File: src/rtl/cgra_mem_arb_pkg.sv
// Shared types and width helpers for the CGRA SRAM bank arbiter.
package cgra_mem_arb_pkg;

  localparam int unsigned DataWidth = 32;
  localparam int unsigned BeWidth   = 4;

  // Retention controller states
  typedef enum logic [1:0] {
    ACTIVE = 2'd0,
    RET    = 2'd1,
    WAKE   = 2'd2
  } ret_state_e;

  // Write-side payload forwarded from the granted port to the bank
  typedef struct packed {
    logic                 we;
    logic [DataWidth-1:0] wdata;
    logic [BeWidth-1:0]   be;
  } mem_payload_t;

  // Idle counter width; must be able to hold idle_cycles itself
  function automatic int unsigned cnt_width(input int unsigned idle_cycles);
    return (idle_cycles == 0) ? 1 : $clog2(idle_cycles + 1);
  endfunction

  // Word address width, at least one bit
  function automatic int unsigned addr_width(input int unsigned num_words);
    return (num_words <= 2) ? 1 : $clog2(num_words);
  endfunction

endpackage

File: src/rtl/cgra_mem_rr_arb.sv
// Round-robin arbiter: one-hot grant starting at the pointer, pointer moves past the winner.
module cgra_mem_rr_arb
  import cgra_mem_arb_pkg::*;
#(
  parameter int unsigned NUM_PORTS = 4,
  localparam int unsigned IdxWidth = (NUM_PORTS > 1) ? $clog2(NUM_PORTS) : 1
) (
  input  logic                 clk_i,
  input  logic                 rst_ni,
  input  logic [NUM_PORTS-1:0] req,
  input  logic                 enable,
  output logic [NUM_PORTS-1:0] gnt,
  output logic [IdxWidth-1:0]  gnt_idx
);

  logic [IdxWidth-1:0] ptr_q;
  logic [IdxWidth-1:0] ptr_d;
  logic [31:0]         cand;
  logic                found;

  // Search upward from the pointer, modulo NUM_PORTS, for the first requester
  always_comb begin
    gnt     = '0;
    gnt_idx = '0;
    found   = 1'b0;
    cand    = '0;
    for (int unsigned i = 0; i < NUM_PORTS; i++) begin
      if (!found) begin
        cand = 32'(ptr_q) + i;
        if (cand >= NUM_PORTS) begin
          cand = cand - NUM_PORTS;
        end
        if (enable && req[IdxWidth'(cand)]) begin
          found                  = 1'b1;
          gnt[IdxWidth'(cand)]   = 1'b1;
          gnt_idx                = IdxWidth'(cand);
        end
      end
    end
  end

  // Next pointer sits just past the winner, wrapping to port 0
  always_comb begin
    ptr_d = ptr_q;
    if (found) begin
      ptr_d = (32'(gnt_idx) == NUM_PORTS - 1) ? '0 : gnt_idx + 1'b1;
    end
  end

  // Pointer register
  always_ff @(posedge clk_i or negedge rst_ni) begin
    if (!rst_ni) begin
      ptr_q <= '0;
    end else begin
      ptr_q <= ptr_d;
    end
  end

endmodule

File: src/rtl/cgra_mem_arbiter.sv
// Shares one single-port CGRA SRAM bank between NUM_PORTS requesters.
// Optional idle-driven retention control is built when CGRA_MEM_ARB_RET_EN is defined.
module cgra_mem_arbiter
  import cgra_mem_arb_pkg::*;
#(
  parameter int unsigned NUM_PORTS   = 4,
  parameter int unsigned NUM_WORDS   = 1024,
  parameter int unsigned IDLE_CYCLES = 16,
  localparam int unsigned AddrWidth  = addr_width(NUM_WORDS)
) (
  input  logic                           clk_i,
  input  logic                           rst_ni,
  input  logic [NUM_PORTS-1:0]           req_i,
  input  logic [NUM_PORTS-1:0]           we_i,
  input  logic [NUM_PORTS*AddrWidth-1:0] addr_i,
  input  logic [NUM_PORTS*DataWidth-1:0] wdata_i,
  input  logic [NUM_PORTS*BeWidth-1:0]   be_i,
  output logic [NUM_PORTS-1:0]           gnt_o,
  output logic [NUM_PORTS-1:0]           rvalid_o,
  output logic [NUM_PORTS*DataWidth-1:0] rdata_o,
  output logic                           mem_req_o,
  output logic                           mem_we_o,
  output logic [AddrWidth-1:0]           mem_addr_o,
  output logic [DataWidth-1:0]           mem_wdata_o,
  output logic [BeWidth-1:0]             mem_be_o,
  output logic                           mem_set_retentive_no,
  input  logic [DataWidth-1:0]           mem_rdata_i
);

  localparam int unsigned IdxWidth = (NUM_PORTS > 1) ? $clog2(NUM_PORTS) : 1;

  logic                 arb_en;
  logic [IdxWidth-1:0]  gnt_idx;
  logic [NUM_PORTS-1:0] rvalid_q;
  mem_payload_t         payload;

  cgra_mem_rr_arb #(
    .NUM_PORTS (NUM_PORTS)
  ) u_arb (
    .clk_i   (clk_i),
    .rst_ni  (rst_ni),
    .req     (req_i),
    .enable  (arb_en),
    .gnt     (gnt_o),
    .gnt_idx (gnt_idx)
  );

  // Route the granted port's transaction to the bank
  always_comb begin
    payload     = '0;
    mem_req_o   = |gnt_o;
    mem_addr_o  = '0;
    if (mem_req_o) begin
      payload.we    = we_i[gnt_idx];
      payload.wdata = wdata_i[32'(gnt_idx)*DataWidth +: DataWidth];
      payload.be    = be_i[32'(gnt_idx)*BeWidth +: BeWidth];
      mem_addr_o    = addr_i[32'(gnt_idx)*AddrWidth +: AddrWidth];
    end
    mem_we_o    = payload.we;
    mem_wdata_o = payload.wdata;
    mem_be_o    = payload.be;
  end

  // Remember which port owns the response arriving next cycle
  always_ff @(posedge clk_i or negedge rst_ni) begin
    if (!rst_ni) begin
      rvalid_q <= '0;
    end else begin
      rvalid_q <= gnt_o;
    end
  end

  assign rvalid_o = rvalid_q;

  // Steer bank read data only to the port whose response is valid
  always_comb begin
    rdata_o = '0;
    for (int unsigned k = 0; k < NUM_PORTS; k++) begin
      if (rvalid_q[k]) begin
        rdata_o[k*DataWidth +: DataWidth] = mem_rdata_i;
      end
    end
  end

`ifdef CGRA_MEM_ARB_RET_EN
  localparam int unsigned CntWidth = cnt_width(IDLE_CYCLES);

  ret_state_e          state_q;
  ret_state_e          state_d;
  logic [CntWidth-1:0] cnt_q;
  logic [CntWidth-1:0] cnt_d;
  logic                idle;

  assign idle = ~|req_i;

  // Retention FSM: count idle cycles, sleep at threshold, one-cycle wake on any request
  always_comb begin
    state_d = state_q;
    cnt_d   = cnt_q;
    unique case (state_q)
      ACTIVE: begin
        if (!idle) begin
          cnt_d = '0;
        end else if (IDLE_CYCLES != 0) begin
          if (32'(cnt_q) + 32'd1 >= IDLE_CYCLES) begin
            state_d = RET;
            cnt_d   = CntWidth'(IDLE_CYCLES);
          end else begin
            cnt_d = cnt_q + 1'b1;
          end
        end
      end
      RET: begin
        if (!idle) begin
          state_d = WAKE;
        end
      end
      WAKE: begin
        state_d = ACTIVE;
        cnt_d   = '0;
      end
      default: begin
        state_d = ACTIVE;
        cnt_d   = '0;
      end
    endcase
  end

  // FSM and idle counter registers
  always_ff @(posedge clk_i or negedge rst_ni) begin
    if (!rst_ni) begin
      state_q <= ACTIVE;
      cnt_q   <= '0;
    end else begin
      state_q <= state_d;
      cnt_q   <= cnt_d;
    end
  end

  assign arb_en               = (state_q == ACTIVE);
  assign mem_set_retentive_no = (state_q != RET);
`else
  assign arb_en               = 1'b1;
  assign mem_set_retentive_no = 1'b1;
`endif

endmodule

File: config.mk
export PLATFORM = sky130hd
export DESIGN_NAME = cgra_mem_arbiter
export DESIGN_NICKNAME = d
export VERILOG_FILES = /design/src/rtl/cgra_mem_arb_pkg.sv /design/src/rtl/cgra_mem_rr_arb.sv /design/src/rtl/cgra_mem_arbiter.sv
export SDC_FILE = /design/constraint.sdc
export NUM_CORES = 1
export LEC_CHECK = 0
export ABC_AREA = 0
export BUFFER_PORTS_ARGS = -buffer_cell sky130_fd_sc_hd__buf_2
export CAP_MARGIN = 20
export CORE_AREA = 3 3 160 162
export CTS_BUF_LIST = sky130_fd_sc_hd__clkbuf_4
export DETAILED_ROUTE_END_ITERATION = 8
export DIE_AREA = 0 0 163 165
export PLACE_DENSITY_LB_ADDON = 0.05
export RECOVER_POWER = 25
export SLEW_MARGIN = 15
export SYNTH_ARGS = -nofsm -noshare
export SYNTH_HDL_FRONTEND = slang
export SYNTH_SLANG_ARGS = --single-unit
File: constraint.sdc
create_clock -name clk_i -period 8 [get_ports clk_i]
set_clock_uncertainty 0.1 [all_clocks]
set_input_delay 0.8 -clock clk_i [delete_from_list [all_inputs] [get_ports clk_i]]
set_output_delay 0.8 -clock clk_i [all_outputs]
set_load 0.1 [all_outputs]
Yosys cells after proc, flatten, opt, wreduce, memory -nomap -nowiden

Cells that the tools add are included.

Bits in registers: 6
Bits of input ports: 226
Word-level logic and storage cells: 89
Output and inout port bits: 185

Equal/unequal tests: 1
$lt $le $gt $ge: 13
$mul: 1
Multiplexer cells: 53
Reduce and logical (&&, ||, !) cells: 5
Add/subtract/negate cells: 8
Bitwise logic cells: 3
Shifts and indexed selects: 3

Operator list:

| cell                                                                         | number |
|---|---|
| 32-bit 2-to-1 mux                                                            | 4 |
| 128-bit by 8-bit indexed part select with 32-bit output                      | 1 |
| 40-bit by 7-bit indexed part select with 10-bit output                       | 1 |
| 37-bit 2-to-1 mux                                                            | 1 |
| 2-bit 2-to-1 mux                                                             | 15 |
| 4-bit 2-to-1 mux                                                             | 7 |
| 1-bit 2-to-1 mux                                                             | 16 |
| 16-bit by 5-bit indexed part select with 4-bit output                        | 1 |
| 2-bit by 3-bit less-than comparator with 1-bit output, second input constant | 5 |
| 4-bit OR                                                                     | 3 |
| 1-bit binary-select mux with 2-bit select                                    | 5 |
| 10-bit 2-to-1 mux                                                            | 1 |
| 3-bit >= comparator, second input constant                                   | 3 |
| 1-bit demux with 2-bit select                                                | 4 |
| 2-bit by 1-bit >= comparator with 1-bit output, second input constant        | 4 |
| 2-bit by 1-bit subtractor with 2-bit output, second input constant           | 4 |
| 2-bit by 2-bit adder with 3-bit output, second input constant                | 2 |
| 2-bit by 3-bit multiplier with 5-bit output, second input constant           | 1 |
| 1-bit logical AND                                                            | 4 |
| 4-bit OR reduction                                                           | 1 |
| 2-bit by 1-bit adder with 3-bit output, second input constant                | 1 |
| 2-bit by 3-bit >= comparator with 1-bit output, second input constant        | 1 |
| 2-bit by 1-bit adder with 2-bit output, second input constant                | 1 |
| 2-bit == test, second input constant                                         | 1 |

Longest topological paths before layout

Depth after elaboration: 25
Gate-level depth with buffers: 13
Depth with buffers taken out: 8

Cells and area by module

Synthesis repeated with hierarchy kept, for this count alone.

Cells, all modules: 331
Area, all modules: 3,105.5 sq um

Modules (own cells, without submodules):

| module           | area each (sq um) | cells each | instances | seq. area each (sq um) |
|---|---|---|---|---|
| cgra_mem_arbiter | 2,429.8           | 256        | 1         | 100.1 |
| cgra_mem_rr_arb  | 675.6             | 75         | 1         | 50.0 |

Worst setup path after synthesis

No wires, ideal clock.

Path kind: register to output
From: register u_arb.ptr_q[1]
To: output mem_addr_o[0]
Path buffers: 4
Required time: 7.100 ns
Setup slack: 2.040 ns
Stages on the path, launching flop included: 11
Arrival time: 5.060 ns
Path through: dfrtp_1 > buf_2 > inv_1 > ha_1 > mux4_2 > buf_2 > or2_1 > o311a_1 > buf_6 > buf_2 > a221oi_1

Longest elaborated chain between the ends: 19
Elaborated cells between the ends (all ways): 72
Those cells by class: add/sub (7); mul (1); order compare (12); shift (1); mux (43); bitwise (3); reduce/logical (5)

RTL lines:

| item                                                                            | line                   | source |
|---|---|---|
| start, declared                                                                 | cgra_mem_rr_arb.sv:16  | `logic [IdxWidth-1:0] ptr_q;` |
| start signal, assigned                                                          | cgra_mem_rr_arb.sv:55  | `ptr_q <= ptr_d;` |
| branches (longest 18 deep; another with 2-bit by 1-bit adder with 3-bit output) | -                      |  |
| 10-bit 2-to-1 mux (*)                                                           | cgra_mem_arbiter.sv:53 | `if (mem_req_o) begin` |
| end, declared                                                                   | cgra_mem_arbiter.sv:23 | `output logic [AddrWidth-1:0] mem_addr_o,` |

Mark *: on every way between the ends. The select of a mux whose other input is x is not followed.

Worst setup path after layout

From: register u_arb.ptr_q[1]
To: output mem_wdata_o[22]

Longest elaborated chain between the ends: 19
Elaborated cells between the ends (all ways): 71
Those cells by class: add/sub (7); order compare (12); shift (1); mux (43); bitwise (3); reduce/logical (5)

RTL lines:

| item                                                                                                                                          | line                                         | source |
|---|---|---|
| 2-bit by 1-bit adder with 3-bit output                                                                                                        | cgra_mem_rr_arb.sv:29                        | `cand = 32'(ptr_q) + i;` |
| 3-bit >= comparator or 2-bit by 1-bit subtractor with 2-bit output (tied branches)                                                            | cgra_mem_rr_arb.sv:30, cgra_mem_rr_arb.sv:31 |  |
| 2-bit 2-to-1 mux                                                                                                                              | cgra_mem_rr_arb.sv:30                        | `if (cand >= NUM_PORTS) begin` |
| 2-bit 2-to-1 mux                                                                                                                              | cgra_mem_rr_arb.sv:28                        | `if (!found) begin` |
| 2-bit by 3-bit less-than comparator with 1-bit output (not written as such) or 2-bit by 1-bit >= comparator with 1-bit output (tied branches) | cgra_mem_rr_arb.sv:35                        | `gnt[IdxWidth'(cand)] = 1'b1;` |
| 1-bit logical AND (not written as such)                                                                                                       | cgra_mem_rr_arb.sv:35                        |  |
| 1-bit 2-to-1 mux (not written as such)                                                                                                        | cgra_mem_rr_arb.sv:35                        |  |
| 1-bit demux with 2-bit select                                                                                                                 | -                                            |  |
| [... 3 more ...]                                                                                                                              | -                                            |  |
| 4-bit OR (no line)                                                                                                                            | -                                            |  |
| 4-bit 2-to-1 mux                                                                                                                              | cgra_mem_rr_arb.sv:33                        | `if (enable && req[IdxWidth'(cand)]) begin` |
| 4-bit 2-to-1 mux                                                                                                                              | cgra_mem_rr_arb.sv:28                        |  |
| 4-bit OR (no line)                                                                                                                            | -                                            |  |
| 4-bit 2-to-1 mux                                                                                                                              | cgra_mem_rr_arb.sv:33                        |  |
| 4-bit 2-to-1 mux                                                                                                                              | cgra_mem_rr_arb.sv:28                        |  |
| 4-bit OR reduction                                                                                                                            | cgra_mem_arbiter.sv:51                       | `mem_req_o = \|gnt_o;` |
| 37-bit 2-to-1 mux (*)                                                                                                                         | cgra_mem_arbiter.sv:53                       |  |
| end, declared                                                                                                                                 | cgra_mem_arbiter.sv:24                       | `output logic [DataWidth-1:0] mem_wdata_o,` |

Mark *: on every way between the ends. The rest lies on a longest branch, timed or not. The select of a mux whose other input is x is not followed.

==> summary.md <==
After clock tree synthesis, the clock-pin slew on the worst setup and hold paths is 0.05 ns. Input and output buffers added on the ports amount to 409. Routability-driven placement finished with a final weighted congestion of 0.800.

Detailed placement ended at an HPWL of 17400 um. The total count of hold-check failures in the final report came out at 0. The growth of design area from synthesis to finish works out to 54.4%. The run gives 5 as the number of detailed-route iterations in the first pass.

Category of cells accounting for the largest share of critical-path delay: buffers and inverters. The via count of the first global-routing pass was 5534. The slowest stage of the critical path is the sky130_fd_sc_hd__nor2b_4 cell.

For the pin with the worst max-slew slack, the measured transition is 1.22 ns. For this design the top-level I/O count stands at 411. Of all nets on the critical path, the largest fanout is 53. Setup repair after global routing left no endpoint under its margin.

The run gives 0 as the max-slew violation count. From bottom edge to top edge, the die measures 165 um. The run gives 0.0367 as the post-synthesis sequential area ratio. The first global-routing pass estimated 32300 um of wire.

The worst relative slew slack came out at 0.190. The clock drives 6 sinks. The clock latency reported for the late side of the worst-skew pair came out at 0.25 ns. The longest clock path from root to sink contains 2 buffers. The class of the tightest hold or removal check is in -> async. The number of buffers added to fix hold violations after cts was 0; the number of CTS-inserted buffers was 3.

Entering global routing, the biggest net connects 96 pins. The run gives 0 as the post-cts sizing count. The final layout net count is 1188, and the total via count after detailed routing is 5904. The largest single stage delay on the critical path is 0.85 ns. After filler insertion, the fill cell instance count of the layout stands at 2766. The final cycle utilization of the critical path works out to 0.701. Averaged over all synthesized cells, the footprint is 6.79 um^2. The all-layer global routing usage was 0.150; the post-CTS setup-driven buffer insertion count was 0. The layout cell share with drive strength beyond 1 was 0.435; the netlist area before placement was 0.00409 mm^2. The initialized floorplan defines 57 standard-cell rows. After synthesis the netlist holds a flip-flop and latch count of 6. The synthesized design spends more area on one cell type than any other, namely sky130_fd_sc_hd__and2_1. In the routed design, unresolved DRC markers number 0. Derived from the worst setup path, the maximum achievable clock frequency is 178 MHz. Prevailing post-synth register cell: sky130_fd_sc_hd__dfrtp_1.

By startpoint and endpoint, the worst setup path is classified as reg -> out. For the total of endpoints with negative setup slack in the final report, the log shows 0. The fraction of registers with async set or reset after synthesis works out to 1.00. STA classifies the critical path startpoint as a flop.

After detailed routing, the total wire length is 22600 um. On the final layout, the worst hold slack is 0.332 ns. Counting both buffers and inverters, the worst setup path holds a total of 3. The average wire per cell in the routed design is 17.6 um, and the effective utilization at floorplan is 0.169. The die is 163 um wide. The cell chosen for the clock root was sky130_fd_sc_hd__clkbuf_4. Number of levels in the clock H-tree: 1. The tools report the initial antenna violation count as 3. Walking the worst path, the cells encountered are inv_1, ha_1, mux4_2, nor2b_4, buf_4, nand2_1, o21ai_0, a22oi_1, a221oi_2, buf_2. Setup total negative slack on the finished layout was measured at 0 ns. After global routing the overflow that remains totals 0. The number of warnings issued by yosys is 0.

DRC marker count from the first detailed-route iteration: 254. The core region is 0.0242 mm^2. Cell count after synthesis: 603. The per-cell via count in the routed design works out to 4.61. In this run the remaining antenna-violating nets after routing total 0. The number of synthesized flops with an enable pin was 0; the area share of the largest cell type after synthesis was 0.197. Critical path capture point type: an output pin. Max-cap violations in this run came to 0. The run finished with clean final reports.

The total die area is 0.0269 mm^2, and the count of different cell masters after synthesis is 44. By area the synthesized netlist is led by sky130_fd_sc_hd__and2_1 (20%), sky130_fd_sc_hd__mux2i_1 (12%), sky130_fd_sc_hd__nand2_1 (9.6%). For the finished layout, the period the worst path requires is 5.61 ns. STA puts the critical path data arrival time at 4.71 ns.

The run gives 835 as the number of nets produced by synthesis. At the worst endpoint, the required time is 7.10 ns. TritonCTS built the clock tree.
## sequential cells by signal, indices dropped and copies added, names as in the netlist
| signal | count |
|---|---|
| rvalid_o | 4 |
| u_arb.ptr_q | 2 |
## area by class of cell
class | instances | area [um^2] | share of cell area
antenna | 3 | 7.51 | 0.00119
clock buffer | 4 | 30.0 | 0.00475
inverter | 4 | 15.0 | 0.00238
multi-input combinational | 525 | 3600 | 0.570
sequential | 6 | 151 | 0.0240
tap | 324 | 405 | 0.0641
timing repair buffer | 416 | 2110 | 0.334
## cell families after synthesis
family	share of synthesized area
other	0.000916
adders and majority gates	0.0183
DFF	0.0367
buffers and inverters	0.0917
muxes	0.155
and+or+nand+nor	0.324
xor gates and xnor gates	0.00214
AOI/OAI and AO/OA	0.372
## routing by layer
| metal | wire length (um) | up-vias | global-route usage |
|---|---|---|---|
| met4 | 191 | 4 | 0.0215 |
| li1 | - | 2906 | - |
| met3 | 1940 | 14 | 0.0379 |
| met5 | 27 | - | 0 |
| met2 | 12000 | 271 | 0.295 |
| met1 | 8460 | 2709 | 0.165 |
## final timing paths
| check | start | slack (ns) | end | depth (start not counted) |
|---|---|---|---|---|
| max | u_arb.ptr_q[1]$_DFFE_PN0P_ | 2.39 | mem_wdata_o[22] | 10 |
| min | rst_ni | 0.33 | u_arb.ptr_q[1]$_DFFE_PN0P_ | 1 |
| max reg2reg | u_arb.ptr_q[1]$_DFFE_PN0P_ | 4.29 | u_arb.ptr_q[0]$_DFFE_PN0P_ | 7 |
| min reg2reg | u_arb.ptr_q[0]$_DFFE_PN0P_ | 0.78 | u_arb.ptr_q[0]$_DFFE_PN0P_ | 3 |
| max in group asynchronous | rst_ni | 7.18 | u_arb.ptr_q[0]$_DFFE_PN0P_ | 1 |
| min in group clk_i | u_arb.ptr_q[0]$_DFFE_PN0P_ | 0.78 | u_arb.ptr_q[0]$_DFFE_PN0P_ | 3 |
## stage by stage
| stage | util | setup slack (ns) | instance area [um^2] | cells |
|---|---|---|---|---|
| after floorplan | - | 2.04 | 4090 | 603 |
| after global placement | 0.258 | 2.56 | 6260 | 1272 |
| after detailed placement | 0.259 | 2.62 | 6290 | 1273 |
| after CTS | 0.261 | 2.32 | 6320 | 1277 |
| after global routing | 0.260 | 1.92 | 6320 | 1280 |
| final | 0.261 | 2.39 | 6320 | 1282 |
## layout by cell type (no fill, tap or decap), drive strengths merged, types with 2 or more instances in the layout
master	count
mux2i	51
nor2	5
a21oi	51
o21ai	50
dfrtp	6
a221oi	49
o211ai	2
a221o	2
buf	372
clkbuf	48
diode	3
a22oi	46
ha	6
inv	4
nand2b	2
and4	2
o21bai	2
mux2	3
mux4	4
nand2	105
and2	129
## cells in the mapped netlist, types with 2 or more instances
cell	n
sky130_fd_sc_hd__inv_1	4
sky130_fd_sc_hd__buf_12	2
sky130_fd_sc_hd__a221o_1	2
sky130_fd_sc_hd__a221oi_2	21
sky130_fd_sc_hd__buf_4	4
sky130_fd_sc_hd__mux2_2	3
sky130_fd_sc_hd__buf_2	16
sky130_fd_sc_hd__nor2_1	4
sky130_fd_sc_hd__nand2_1	105
sky130_fd_sc_hd__buf_6	5
sky130_fd_sc_hd__dfrtp_1	6
sky130_fd_sc_hd__a22oi_1	46
sky130_fd_sc_hd__a221oi_1	28
sky130_fd_sc_hd__o211ai_1	2
sky130_fd_sc_hd__o21bai_1	2
sky130_fd_sc_hd__and2_1	129
sky130_fd_sc_hd__mux4_2	4
sky130_fd_sc_hd__ha_1	6
sky130_fd_sc_hd__o21ai_0	50
sky130_fd_sc_hd__mux2i_1	51
sky130_fd_sc_hd__a21oi_1	50
sky130_fd_sc_hd__clkbuf_1	41
Power is not shown: default switching activity piles up to over one toggle a cycle in this logic, so the estimate is an artifact.
